===== src/rtl/fc_output_accumulator_if.sv =====
// Beat/result bundle between the hidden-layer producer, the output FC accumulator
// and the downstream argmax stage.
`timescale 1ns/1ps
interface fc_output_accumulator_if #(
  parameter int IN_W  = 8,
  parameter int B_W   = 16,
  parameter int ACC_W = 30
);
  logic                clr;
  logic                in_valid;
  logic                in_ready;
  logic [IN_W-1:0]     in_act;
  logic [10*IN_W-1:0]  w_bus;
  logic [10*B_W-1:0]   bias_bus;
  logic [10*ACC_W-1:0] layer_out;
  logic                valid;

  // A beat transfers on a rising edge where in_valid & in_ready are both 1; the
  // producer may drop in_valid at any time, and in_ready never depends on in_valid.
  modport master (
    output clr, in_valid, in_act, w_bus, bias_bus,
    input  in_ready, layer_out, valid
  );
  modport slave (
    input  clr, in_valid, in_act, w_bus, bias_bus,
    output in_ready, layer_out, valid
  );
endinterface


===== src/rtl/fc_output_accumulator.sv =====
// Output fully-connected stage: 10 signed MAC sums over N_IN activations, then bias,
// then a one-cycle valid pulse. Define FC_ACC_SAT_EN for sticky saturating adds.
`timescale 1ns/1ps
module fc_output_accumulator #(
  parameter int N_IN  = 64,
  parameter int IN_W  = 8,
  parameter int B_W   = 16,
  parameter int ACC_W = 30
) (
  input  logic                   clk,
  input  logic                   rst,
  fc_output_accumulator_if.slave bus,
  output logic [1:0]             dbg_state
);
  localparam int NN    = 10;
  localparam int PW    = 2 * IN_W;
  localparam int CNT_W = $clog2(N_IN + 1);

  typedef enum logic [1:0] {
    IDLE  = 2'd0,
    ACCUM = 2'd1,
    BIAS  = 2'd2,
    DONE  = 2'd3
  } state_t;

  state_t                  state;
  logic [CNT_W-1:0]        cnt;
  logic signed [ACC_W-1:0] acc     [NN];
  logic signed [ACC_W-1:0] acc_nxt [NN];
  logic signed [ACC_W-1:0] add_op  [NN];
  logic signed [PW-1:0]    prod    [NN];
  logic signed [PW-1:0]    act_ext;
  logic [NN*ACC_W-1:0]     layer_q;
  logic                    valid_q;
  logic                    take;

  assign bus.in_ready  = ((state == IDLE) || (state == ACCUM)) && !bus.clr;
  assign take          = bus.in_valid && bus.in_ready;
  assign bus.layer_out = layer_q;
  assign bus.valid     = valid_q;
  assign dbg_state     = state;

  assign act_ext = PW'($signed(bus.in_act));

  // The same adder serves the beat products and the bias add in BIAS.
  always_comb begin
    for (int k = 0; k < NN; k++) begin
      prod[k]   = act_ext * PW'($signed(bus.w_bus[IN_W*k +: IN_W]));
      add_op[k] = (state == BIAS) ? ACC_W'($signed(bus.bias_bus[B_W*k +: B_W]))
                                  : ACC_W'(prod[k]);
    end
  end

`ifdef FC_ACC_SAT_EN
  localparam logic signed [ACC_W-1:0] ACC_MAX = {1'b0, {(ACC_W-1){1'b1}}};
  localparam logic signed [ACC_W-1:0] ACC_MIN = {1'b1, {(ACC_W-1){1'b0}}};

  logic [NN-1:0]   sat_q;
  logic [NN-1:0]   sat_nxt;
  logic [ACC_W:0]  sum_w [NN];

  // Once a neuron clamps it holds the rail until the next frame overwrites it.
  always_comb begin
    for (int k = 0; k < NN; k++) begin
      sum_w[k]   = {acc[k][ACC_W-1], acc[k]} + {add_op[k][ACC_W-1], add_op[k]};
      sat_nxt[k] = sat_q[k];
      acc_nxt[k] = sum_w[k][ACC_W-1:0];
      if (sat_q[k]) begin
        acc_nxt[k] = acc[k];
      end else if (sum_w[k][ACC_W] != sum_w[k][ACC_W-1]) begin
        sat_nxt[k] = 1'b1;
        acc_nxt[k] = sum_w[k][ACC_W] ? ACC_MIN : ACC_MAX;
      end
    end
  end
`else
  always_comb begin
    for (int k = 0; k < NN; k++) begin
      acc_nxt[k] = acc[k] + add_op[k];
    end
  end
`endif

  always_ff @(posedge clk or negedge rst) begin
    if (!rst) begin
      state   <= IDLE;
      cnt     <= '0;
      valid_q <= 1'b0;
      layer_q <= '0;
      for (int k = 0; k < NN; k++) acc[k] <= '0;
`ifdef FC_ACC_SAT_EN
      sat_q   <= '0;
`endif
    end else begin
      valid_q <= 1'b0;
      if (bus.clr) begin
        // layer_q is deliberately kept so the argmax stage still sees the last result
        state <= IDLE;
        cnt   <= '0;
        for (int k = 0; k < NN; k++) acc[k] <= '0;
`ifdef FC_ACC_SAT_EN
        sat_q <= '0;
`endif
      end else begin
        unique case (state)
          IDLE: begin
            if (take) begin
              for (int k = 0; k < NN; k++) acc[k] <= ACC_W'(prod[k]);
              cnt   <= CNT_W'(1);
              state <= ACCUM;
`ifdef FC_ACC_SAT_EN
              sat_q <= '0;
`endif
            end
          end
          ACCUM: begin
            if (take) begin
              for (int k = 0; k < NN; k++) acc[k] <= acc_nxt[k];
              cnt <= cnt + 1'b1;
              if (cnt == CNT_W'(N_IN - 1)) state <= BIAS;
`ifdef FC_ACC_SAT_EN
              sat_q <= sat_nxt;
`endif
            end
          end
          BIAS: begin
            for (int k = 0; k < NN; k++) acc[k] <= acc_nxt[k];
            state <= DONE;
`ifdef FC_ACC_SAT_EN
            sat_q <= sat_nxt;
`endif
          end
          DONE: begin
            for (int k = 0; k < NN; k++) layer_q[ACC_W*k +: ACC_W] <= acc[k];
            valid_q <= 1'b1;
            state   <= IDLE;
          end
          default: state <= IDLE;
        endcase
      end
    end
  end
endmodule


===== src/flat_wrapper.sv =====
// flat-port wrapper written by rule: the top's interface ports become plain ports
module fc_output_accumulator_flat 
#(
  parameter int N_IN  = 64,
  parameter int IN_W  = 8,
  parameter int B_W   = 16,
  parameter int ACC_W = 30
)
  (clk, rst, dbg_state, bus_clr, bus_in_valid, bus_in_act, bus_w_bus, bus_bias_bus, bus_in_ready, bus_layer_out, bus_valid);
  fc_output_accumulator_if #(.IN_W(IN_W), .B_W(B_W), .ACC_W(ACC_W)) bus_i ();
  input  logic clk;
  input  logic rst;
  output logic [1:0] dbg_state;
  input wire logic [$bits(bus_i.clr)-1:0] bus_clr;
  input wire logic [$bits(bus_i.in_valid)-1:0] bus_in_valid;
  input wire logic [$bits(bus_i.in_act)-1:0] bus_in_act;
  input wire logic [$bits(bus_i.w_bus)-1:0] bus_w_bus;
  input wire logic [$bits(bus_i.bias_bus)-1:0] bus_bias_bus;
  output wire logic [$bits(bus_i.in_ready)-1:0] bus_in_ready;
  output wire logic [$bits(bus_i.layer_out)-1:0] bus_layer_out;
  output wire logic [$bits(bus_i.valid)-1:0] bus_valid;
  assign bus_i.clr = bus_clr;
  assign bus_i.in_valid = bus_in_valid;
  assign bus_i.in_act = bus_in_act;
  assign bus_i.w_bus = bus_w_bus;
  assign bus_i.bias_bus = bus_bias_bus;
  assign bus_in_ready = bus_i.in_ready;
  assign bus_layer_out = bus_i.layer_out;
  assign bus_valid = bus_i.valid;
  fc_output_accumulator #(.N_IN(N_IN), .IN_W(IN_W), .B_W(B_W), .ACC_W(ACC_W)) u_core (.clk(clk), .rst(rst), .bus(bus_i), .dbg_state(dbg_state));
endmodule

===== config.mk =====
export PLATFORM = sky130hd
export DESIGN_NAME = fc_output_accumulator_flat
export DESIGN_NICKNAME = d
export VERILOG_FILES = /design/src/rtl/fc_output_accumulator_if.sv /design/src/rtl/fc_output_accumulator.sv /design/src/flat_wrapper.sv
export SDC_FILE = /design/constraint.sdc
export NUM_CORES = 2
export LEC_CHECK = 0
export CAP_MARGIN = 15
export CORE_MARGIN = 3
export CORE_UTILIZATION = 45
export DETAILED_ROUTE_END_ITERATION = 8
export PLACE_DENSITY_LB_ADDON = 0.08
export SLEW_MARGIN = 20
export SYNTH_ARGS = -nofsm -noshare
export SYNTH_HDL_FRONTEND = slang
export SYNTH_SLANG_ARGS = --single-unit

===== constraint.sdc =====
create_clock -name clk -period 7.15 [get_ports clk]
set_input_delay 2.145 -clock clk [delete_from_list [all_inputs] [get_ports clk]]
set_output_delay 2.145 -clock clk [all_outputs]
set_load 0.05 [all_outputs]

==> results.cfg <==
[critical_path]
r2r_slack_ns = 2.10
critPathMaxStageDelay_ns = 0.55
critical_path.endpoint_type = register
arrival_ns = 8.84
worst_path_max_delay_cell = fa_1
r2r-end = u_core.acc[116]$_DFFE_PN0P_
critPathMaxFanout = 7
rr_startpoint = u_core.dbg_state[0]$_DFFE_PN0P_
worstSetupStartpointType = primary input
worst-endpoint-required_ns = 7.69
path_class = primary input to register
rr_worst_depth = 17

[yosys]
ys_seq_elements = 610
syn_area_um2 = 63900
ys.flop_type = dfrtp_1
ys_seq_area_frac = 0.239
synth-compound-area-share = 0.153
synthAdderAreaFrac = 0.293
syn_inst = 7514
synthArstFlopShare = 1.00
postSynthAreaPerCell_um2 = 8.51
synth-simple-area-share = 0.173
synthMuxAreaShare = 0.0136
synth_top_family_by_area = adder cells
synth-xor-area-share = 0.0567
synth_edf_count = 0
synth_cell_types = 91
synth_warnings = 0
syn-num-nets = 8930

[global_route]
grt_max_degree = 171
grt.overflow.total = 0
grt_usage = 0.308
antenna_found_initial = 23
grt_pass1_vias = 60200
grt_pass1_wl_um = 352000

[sta]
hold_violations = 0
slew_violations = 0
finalCriticalPeriod_ns = 8.30
grt_setup_unrepaired = true
setup_viol = 186
slew_headroom = 0.262
worst_slew_pin_slew_ns = 1.10
postLayoutSetupSlackWorst_ns = -1.15
fmax_ghz = 0.121
skew_ns = 0.0321
period_share = 1.16

[place]
postPlaceCellArea_um2 = 82500
dp_hpwl_um = 173000
port_buffers = 555
gp_congestion = 0.907
numPlacedInstances = 11000

[hold_path]
min_to = u_core.bus.layer_out[261]$_DFFE_PN0P_
hold_class = register to register
min_from = u_core.bus.layer_out[261]$_DFFE_PN0P_
hold_depth = 2

[flow_run]
cap_viol_max_count = 0

[floorplanning]
io_pins = 556
start_util = 0.455
rows = 137
core-area_um2 = 140000
dieArea_um2 = 147000
die_w_um = 383
fp.dieH_um = 383

[cts]
clk_latency_ns = 0.66
cts.clk_slew.worst_paths_ns = 0.06
cts_sinks = 610
cts_tree = done
cts_htree_levels = 3
cts_made_buffers = 71
root_buffer = clkbuf_16
cts_hold_repair.buffers = 0
cts_buffer_depth = 3

[route]
initialDrtViolationCount = 4098
first_pass_iters = 6
drc = 0
routed_wl_um = 230000
ant_nets = 0
vias = 59900
avgRoutedWirePerCell_um = 20.1
drt-vias-per-instance = 5.25

[layout]
stdcell_area_um2 = 92600
layout_commonest_cell = nand2_1
synthToLayoutAreaGrowth_pct = 44.8
instances_no_fill = 11400
drive_gt1_frac = 0.288
nets = 10900
mostFrequentLayoutCells = nand2_1, buf_4, inv_1

[status]
violations = setup timing
status = finished with violations
state kept, by name, indices dropped and copies added (netlist names):
| name | flops |
|---|---|
| u_core.acc | 300 |
| u_core.bus.valid | 1 |
| u_core.bus.layer_out | 300 |
| u_core.cnt | 7 |
| u_core.dbg_state | 2 |
per-stage QoR:
step | utilization | setup TNS (ns) | setup slack, ns | hold WS [ns]
finish | 0.660 | -116.22 | -1.15 | 0.469
global route | 0.660 | -160.83 | -1.44 | 0.496
CTS | 0.642 | -114.35 | -1.13 | 0.475
detailed placement | 0.588 | -310.39 | -2.43 | 0.461
global placement | 0.588 | -295.93 | -2.44 | 0.457
floorplan | - | -101.93 | -1.29 | 0.451
repair_timing:
item	CTS	global route
buffers inserted	249	120
setup endpoints to repair	197	205
gates resized for setup	934	431
pin swaps	674	536
gates cloned	8	3
worst max-delay path: cells and delay by family:
family / cells / cell delay [ns]
AND/OR/NAND/NOR: 4 / 0.80
adder cells (fa/ha/maj): 6 / 2.30
multiplexers: 1 / 0.36
AO/OA/AOI/OAI: 13 / 1.99
XOR/XNOR: 2 / 0.30
buffers and inverters: 9 / 0.94
cell type report:
type                    count  area (um^2)
inverters                 937         3530
multi-input cells        5684        49800
well taps                1876         2350
clock inverters            34          432
repair buffers           2166        19200
clock buffers              92         2020
fillers                 11700        47800
diodes                     15         37.5
flip-flops and latches    610        15300
cell usage after synthesis, types with 26 or more instances:
cell type / n / area [um^2]
a211oi_1: 44 / 330
a21o_1: 221 / 1660
a21oi_1: 474 / 2370
a22o_1: 40 / 350
a31oi_1: 38 / 238
and2_1: 411 / 2570
clkbuf_1: 267 / 1000
dfrtp_1: 610 / 15300
fa_1: 560 / 11200
ha_1: 604 / 7560
inv_1: 937 / 3520
mux2_2: 60 / 676
nand2_1: 1415 / 5310
nand2b_1: 56 / 350
nand3_1: 58 / 290
nand4_1: 26 / 163
nor2_1: 315 / 1180
nor2b_1: 44 / 275
nor3_1: 65 / 325
o21a_1: 45 / 338
o21ai_0: 402 / 2010
o21ai_1: 31 / 155
o21bai_1: 50 / 375
o31ai_1: 26 / 195
or3_1: 31 / 194
xnor2_1: 277 / 2430
xor2_1: 135 / 1180
worst max path at each step:
stage	start	endpoint	cells past startpoint
2_1_floorplan	bus_in_act[6]	u_core.acc[29]$_DFFE_PN0P_	32
3_3_place_gp	bus_w_bus[28]	u_core.acc[208]$_DFFE_PN0P_	30
3_5_place_dp	bus_w_bus[26]	u_core.acc[208]$_DFFE_PN0P_	30
4_1_cts	bus_in_act[3]	u_core.acc[29]$_DFFE_PN0P_	34
5_1_grt	bus_in_act[4]	u_core.acc[209]$_DFFE_PN0P_	34
6_report	bus_in_act[4]	u_core.acc[209]$_DFFE_PN0P_	35
metal layers:
| layer | share of wire | global-route usage | routed length (um) |
|---|---|---|---|
| met1 | 0.48 | 0.461 | 110000 |
| met2 | 0.43 | 0.462 | 99500 |
| met3 | 0.062 | 0.0408 | 14400 |
| met4 | 0.028 | 0.0910 | 6340 |
| met5 | 0.00011 | 0 | 26 |
logic make-up after synthesis:
kind of cell / Yosys count
compound gates: 1550
xor+xnor: 413
fa+ha+maj: 1164
buf+inv: 1224
flops: 610
mux: 79
simple gates: 2474
Power is not shown: default switching activity piles up to over one toggle a cycle in this logic, so the estimate is an artifact.
